$ cat src/rtl/mcpu_alu_pkg.sv
// Shared definitions for the MCPU ALU execution unit.
// Opcode map and the default-size response bundle.
package mcpu_alu_pkg;

    localparam logic [1:0] OP_AND = 2'b00;
    localparam logic [1:0] OP_OR  = 2'b01;
    localparam logic [1:0] OP_XOR = 2'b10;
    localparam logic [1:0] OP_ADD = 2'b11;

    localparam int DEF_WORD_SIZE = 8;
    localparam int DEF_TAG_SIZE  = 4;

    typedef struct packed {
        logic [DEF_WORD_SIZE-1:0] out;
        logic                     overflow;
        logic [DEF_TAG_SIZE-1:0]  tag;
    } alu_rsp_t;

endpackage

$ cat src/rtl/mcpu_rsp_fifo.sv
// In-order response FIFO with cleared storage on reset.
// Caller guarantees no push when full and no pop when empty.
module mcpu_rsp_fifo
    import mcpu_alu_pkg::*;
#(
    parameter int WIDTH = 13,
    parameter int DEPTH = 4,
    localparam int PW = $clog2(DEPTH),
    localparam int CW = PW + 1
) (
    input  logic             clk,
    input  logic             reset,
    input  logic             i_push,
    input  logic             i_pop,
    input  logic [WIDTH-1:0] i_wdata,
    output logic [WIDTH-1:0] o_head,
    output logic [CW-1:0]    o_count
);

    logic [WIDTH-1:0] r_mem [DEPTH];
    logic [PW-1:0]    r_wr_ptr;
    logic [PW-1:0]    r_rd_ptr;
    logic [CW-1:0]    r_count;

    // Storage, pointers and occupancy; pointers wrap at DEPTH.
    always_ff @(posedge clk) begin
        if (reset) begin
            for (int i = 0; i < DEPTH; i++) begin
                r_mem[i] <= '0;
            end
            r_wr_ptr <= '0;
            r_rd_ptr <= '0;
            r_count  <= '0;
        end else begin
            if (i_push) begin
                r_mem[r_wr_ptr] <= i_wdata;
                r_wr_ptr        <= r_wr_ptr + 1'b1;
            end
            if (i_pop) begin
                r_rd_ptr <= r_rd_ptr + 1'b1;
            end
            if (i_push && !i_pop) begin
                r_count <= r_count + 1'b1;
            end else if (!i_push && i_pop) begin
                r_count <= r_count - 1'b1;
            end
        end
    end

    assign o_head  = r_mem[r_rd_ptr];
    assign o_count = r_count;

endmodule

$ cat src/rtl/mcpu_alu_unit.sv
// Handshaked, registered MCPU ALU with an in-order tagged
// response FIFO guarded by credit-based request flow control.
module mcpu_alu_unit
    import mcpu_alu_pkg::*;
#(
    parameter int CMD_SIZE   = 2,
    parameter int WORD_SIZE  = 8,
    parameter int TAG_SIZE   = 4,
    parameter int FIFO_DEPTH = 4
) (
    input  logic                 clk,
    input  logic                 reset,
    input  logic                 req_valid,
    output logic                 req_ready,
    input  logic [CMD_SIZE-1:0]  req_opcode,
    input  logic [WORD_SIZE-1:0] req_r1,
    input  logic [WORD_SIZE-1:0] req_r2,
    input  logic [TAG_SIZE-1:0]  req_tag,
    output logic                 rsp_valid,
    input  logic                 rsp_ready,
    output logic [WORD_SIZE-1:0] rsp_out,
    output logic                 rsp_overflow,
    output logic [TAG_SIZE-1:0]  rsp_tag,
    output logic                 busy,
    output logic [7:0]           ovf_count
);

    localparam int CW    = $clog2(FIFO_DEPTH) + 1;
    localparam int RSP_W = WORD_SIZE + 1 + TAG_SIZE;

    typedef struct packed {
        logic [WORD_SIZE-1:0] out;
        logic                 overflow;
        logic [TAG_SIZE-1:0]  tag;
    } rsp_t;

    logic                 r_stage_valid;
    logic [CMD_SIZE-1:0]  r_op;
    logic [WORD_SIZE-1:0] r_r1;
    logic [WORD_SIZE-1:0] r_r2;
    logic [TAG_SIZE-1:0]  r_tag;
    logic [7:0]           r_ovf_count;

    logic                 w_accept;
    logic                 w_pop;
    logic [CW-1:0]        w_fifo_count;
    logic [CW:0]          w_credit;
    logic [WORD_SIZE-1:0] w_sum;
    logic [WORD_SIZE-1:0] w_res;
    logic                 w_ovf;
    rsp_t                 w_wdata;
    rsp_t                 w_head;

    // Entries in flight (stage + FIFO) must stay below depth to accept.
    assign w_credit  = {1'b0, w_fifo_count}
                     + {{CW{1'b0}}, r_stage_valid};
    assign req_ready = w_credit < (CW+1)'(FIFO_DEPTH);
    assign w_accept  = req_valid && req_ready;
    assign w_pop     = rsp_valid && rsp_ready;

    // Stage register: capture accepted request, drains every cycle.
    always_ff @(posedge clk) begin
        if (reset) begin
            r_stage_valid <= 1'b0;
            r_op          <= '0;
            r_r1          <= '0;
            r_r2          <= '0;
            r_tag         <= '0;
        end else begin
            r_stage_valid <= w_accept;
            if (w_accept) begin
                r_op  <= req_opcode;
                r_r1  <= req_r1;
                r_r2  <= req_r2;
                r_tag <= req_tag;
            end
        end
    end

    // ALU result and signed overflow from the stage register.
    always_comb begin
        w_sum = r_r1 + r_r2;
        w_res = '0;
        w_ovf = 1'b0;
        unique case (r_op)
            OP_AND: w_res = r_r1 & r_r2;
            OP_OR:  w_res = r_r1 | r_r2;
            OP_XOR: w_res = r_r1 ^ r_r2;
            OP_ADD: begin
                w_res = w_sum;
                w_ovf = (r_r1[WORD_SIZE-1] == r_r2[WORD_SIZE-1])
                     && (w_sum[WORD_SIZE-1] != r_r1[WORD_SIZE-1]);
            end
        endcase
    end

    assign w_wdata = '{out: w_res, overflow: w_ovf, tag: r_tag};

    mcpu_rsp_fifo #(
        .WIDTH (RSP_W),
        .DEPTH (FIFO_DEPTH)
    ) u_fifo (
        .clk     (clk),
        .reset   (reset),
        .i_push  (r_stage_valid),
        .i_pop   (w_pop),
        .i_wdata (w_wdata),
        .o_head  (w_head),
        .o_count (w_fifo_count)
    );

    // Saturating count of overflowed responses handed downstream.
    always_ff @(posedge clk) begin
        if (reset) begin
            r_ovf_count <= '0;
        end else if (w_pop && w_head.overflow && r_ovf_count != 8'hFF) begin
            r_ovf_count <= r_ovf_count + 8'd1;
        end
    end

    assign rsp_valid    = w_fifo_count != '0;
    assign rsp_out      = w_head.out;
    assign rsp_overflow = w_head.overflow;
    assign rsp_tag      = w_head.tag;
    assign busy         = r_stage_valid || rsp_valid;
    assign ovf_count    = r_ovf_count;

endmodule

$ cat config.mk
export PLATFORM = sky130hd
export DESIGN_NAME = mcpu_alu_unit
export DESIGN_NICKNAME = d
export VERILOG_FILES = /design/src/rtl/mcpu_alu_pkg.sv /design/src/rtl/mcpu_rsp_fifo.sv /design/src/rtl/mcpu_alu_unit.sv
export SDC_FILE = /design/constraint.sdc
export NUM_CORES = 1
export LEC_CHECK = 0
export CAP_MARGIN = 20
export CORE_ASPECT_RATIO = 0.9
export CORE_MARGIN = 1
export CORE_UTILIZATION = 46
export CTS_CLUSTER_SIZE = 12
export DETAILED_ROUTE_END_ITERATION = 6
export GPL_ROUTABILITY_DRIVEN = 1
export GPL_TIMING_DRIVEN = 0
export HOLD_SLACK_MARGIN = 0.02
export PLACE_DENSITY = 0.64
export SYNTH_ARGS = -nofsm -noshare
export SYNTH_HDL_FRONTEND = slang
export SYNTH_SLANG_ARGS = --single-unit
export TNS_END_PERCENT = 10
$ cat constraint.sdc
create_clock -name clk -period 2.95 [get_ports clk]
set_input_delay 0.885 -clock clk [delete_from_list [all_inputs] [get_ports clk]]
set_output_delay 0.885 -clock clk [all_outputs]
set_load 0.02 [all_outputs]
==> results by group <==
GRT
  – M2 GR Usage: 34.1%
  – Vias in the first global route: 3124
  – Initial antenna violation count: 0
  – M3 GR Usage: 4.10%
  – First-pass GRT wire length: 15800 um
  – GR Util met1: 27.3%
  – Total global routing overflow: 0
  – Gr busiest metal: met2
  – Pin count of the biggest net entering global routing: 18
  – Total Routing Usage GR: 20.7%

Route
  – Final wirelength: 9620 um
  – DRC: 0
  – Via density: 5.15
  – First-pass detailed-route iteration total: 5
  – DR vias: 3177
  – Drt wl/cell: 15.6 um
  – Iter 0 DRT Violations: 153
  – DRT antenna net count: 0

Worst setup path
  – Critical path arrival: 1.92 ns
  – CP Cell Sequence: mux4_2 > clkdlybuf4s50_1
  – CP Capture Type: output port
  – WS Path Type: reg2out
  – CP max stage delay: 0.59 ns
  – CP max FO: 4
  – Nature of the critical path startpoint: flip-flop
  – CP required: 2.07 ns
  – Critical-path top delay cell: mux4_2

Floorplan
  – Die Wd: 106 um
  – Core ar.: 9250 um^2
  – Chip height: 95.4 um
  – Initial core utilization: 48.2%
  – Die Area: 10100 um^2
  – FP Rows: 33
  – # IOs: 50

Timing
  – Clock skew: 0.0136 ns
  – Worst-margin pin slew: 0.767 ns
  – Max-slew violation count: 0
  – Max transition margin: 48.8%
  – Crit share post-route: 95.2%
  – Setup violators final: 0
  – FMAX: 0.356 GHz
  – Fin crit period: 2.81 ns
  – Endpoints failing hold: 0
  – PnR worst setup slack: 0.141 ns
  – Unrepaired setup endpoints after global routing: no

Power and ir drop
  – Power, Total: 3.33 mW
  – Psw: 1.11 mW
  – VDD IR max: 0.296 mV
  – Internal: 2.22 mW
  – Logic pwr share: 29.3%
  – Sequential power share: 46.9%
  – Leakage: 1.99 nW
  – Power Density: 630 nW/um^2
  – Sw frac: 33.4%
  – Clock network power share: 23.8%

Placed design
  – GPL Wtd Cong: 0.885
  – Post-DP HPWL: 7050 um
  – Dpl ws: -0.238 ns
  – Buffers on Ports: 48

Clock network
  – Clock Path Buffers: 2
  – H-tree depth: 3
  – TritonCTS clock tree: built
  – CTS Sinks: 92
  – Clock Latency Late Sink: 0.36 ns
  – Setup bufs post-CTS: 0
  – Clock Pin Slew Worst Setup and Hold Paths: 0.10 ns
  – CTS Hold Bufs: 0
  – Quantity of gates resized following cts: 13
  – CTS Buf Count: 9
  – CTS Root Cell: clkbuf_8

Yosys
  – Synth Register Bits: 92
  – Library cells used by synthesis: 39
  – Register area share after synthesis: 53.0%
  – Post-synthesis xor/xnor area fraction: 3.34%
  – Post-Synth Simple-Gate Area: 18.0%
  – Synth Area in Compound Gates: 8.09%
  – Largest family of logic cells by synthesized area: simple AND/OR/NAND/NOR gates
  – Mux contribution to synthesized area: 7.38%
  – Main synth FF type: edfxtp_1
  – Post-synthesis adder-cell area fraction: 5.95%
  – Post-synthesis async set-or-reset flop share: 0%
  – Mapped Cells: 431
  – Syn_nets: 477
  – Cell Area, Synth: 4460 um^2
  – Yosys synthesis warning count: 0
  – Avg Cell Area, Syn: 10.3 um^2
  – Number of synthesized flops with an enable pin: 52

Final layout
  – Final #Nets: 536
  – Area grow syn2layout: 18.6%
  – Ratio of cells with drive above 1 in the final layout: 7.68%
  – Antenna Cells: 0
  – Fillcell total: 831
  – Multi-input gate area: 1910 um^2
  – Reg area: 2360 um^2

Min path
  – Worst min-delay path class: reg2reg

Job
  – Max cap viols: 0

Status
  – Status: finished clean
layout by cell type (no fill, tap or decap), types with 4 or more instances in the layout:
| cell type | synthesis | routed |
|---|---|---|
| a211oi_1 | 4 | 4 |
| a21oi_1 | 37 | 37 |
| and2_1 | 13 | 13 |
| and3_1 | 5 | 5 |
| clkbuf_1 | 19 | 18 |
| clkbuf_8 | 0 | 9 |
| clkdlybuf4s50_1 | 0 | 37 |
| dfxtp_1 | 40 | 39 |
| dlygate4sd2_1 | 0 | 9 |
| edfxtp_1 | 52 | 52 |
| ha_1 | 18 | 18 |
| inv_1 | 28 | 28 |
| mux4_2 | 13 | 13 |
| nand2_1 | 60 | 60 |
| nand2b_1 | 8 | 7 |
| nand3_1 | 8 | 8 |
| nor2_1 | 51 | 51 |
| nor3_1 | 13 | 13 |
| nor4_1 | 4 | 4 |
| o21ai_0 | 10 | 10 |
| xnor2_1 | 9 | 9 |
| xor2_1 | 8 | 8 |
metal layers:
layer	routed length (um)	vias to the layer above
li1	-	1619
met1	4650	1489
met2	4520	58
met3	296	11
met4	153	0
met5	0	-
cell families after synthesis:
| kind of cell | Yosys count |
|---|---|
| AOI/OAI and AO/OA | 63 |
| xor gates and xnor gates | 17 |
| adders and majority gates | 20 |
| buffers and inverters | 50 |
| DFF | 92 |
| muxes | 15 |
| and+or+nand+nor | 174 |
path summary, 6_finish.rpt:
check / start / endpoint / slack (ns) / cells after the start
max reg2reg: r_stage_valid / u_fifo.r_mem[0][0] / 0.32 / 6
min: r_r2[4] / r_r2[4] / 0.48 / 2
min reg2reg: r_r2[4] / r_r2[4] / 0.48 / 2
max: flip-flop / rsp_overflow / 0.14 / 2
stage by stage:
stage	area (um^2)	instances	hold WS [ns]	TNS, ns	util (%)
6_report	5290	617	0.476	0	57.2
2_1_floorplan	4460	431	0.453	0	-
3_3_place_gp	5090	601	0.463	-4.44	55.0
5_1_grt	5290	617	0.499	0	57.2
3_5_place_dp	5090	601	0.466	-5.88	55.0
4_1_cts	5270	617	0.481	0	57.0
worst max-delay path, delay by kind of cell, from the launching register on:
kind / cells / cell delay, ns
buffers and inverters: 1 / 0.57
flip-flops: 1 / 0.41
multiplexers: 1 / 0.59
cell usage after synthesis, types with 10 or more instances:
cell type / number / area (um^2)
o21ai_0: 10 / 50.1
dfxtp_1: 40 / 801
inv_1: 28 / 105
edfxtp_1: 52 / 1560
and2_1: 13 / 81.3
a21oi_1: 37 / 185
nor2_1: 51 / 191
mux4_2: 13 / 293
nand2_1: 60 / 225
nor3_1: 13 / 65.1
clkbuf_1: 19 / 71.3
ha_1: 18 / 225
power groups by stage:
stage / sequential, mW / clock (mW) / combinational (mW)
6_report: 1.56 / 0.794 / 0.976
5_1_grt: 1.58 / 0.860 / 1.06
4_1_cts: 1.56 / 0.818 / 0.985
3_5_place_dp: 1.59 / 0 / 1.01
3_3_place_gp: 1.58 / 0 / 0.994
2_1_floorplan: 1.56 / 0 / 0.661
cell type report:
| class | instances | area share (%) |
|---|---|---|
| sequential | 92 | 44.7 |
| timing repair buffer | 48 | 8.97 |
| buffer | 21 | 1.68 |
| tap | 122 | 2.89 |
| clock inverter | 7 | 1.16 |
| clock buffer | 9 | 2.34 |
| multi-input combinational | 289 | 36.2 |
| inverter | 29 | 2.06 |
flip-flops by register name, indices dropped and copies added, names as in the netlist, 3 cells and up, named ones only:
| name | count |
|---|---|
| ovf_count | 8 |
| r_r1 | 8 |
| r_r2 | 8 |
| r_tag | 4 |
| u_fifo.o_count | 3 |
| u_fifo.r_mem | 52 |
No activity file was read; power rests on OpenSTA's default activity.
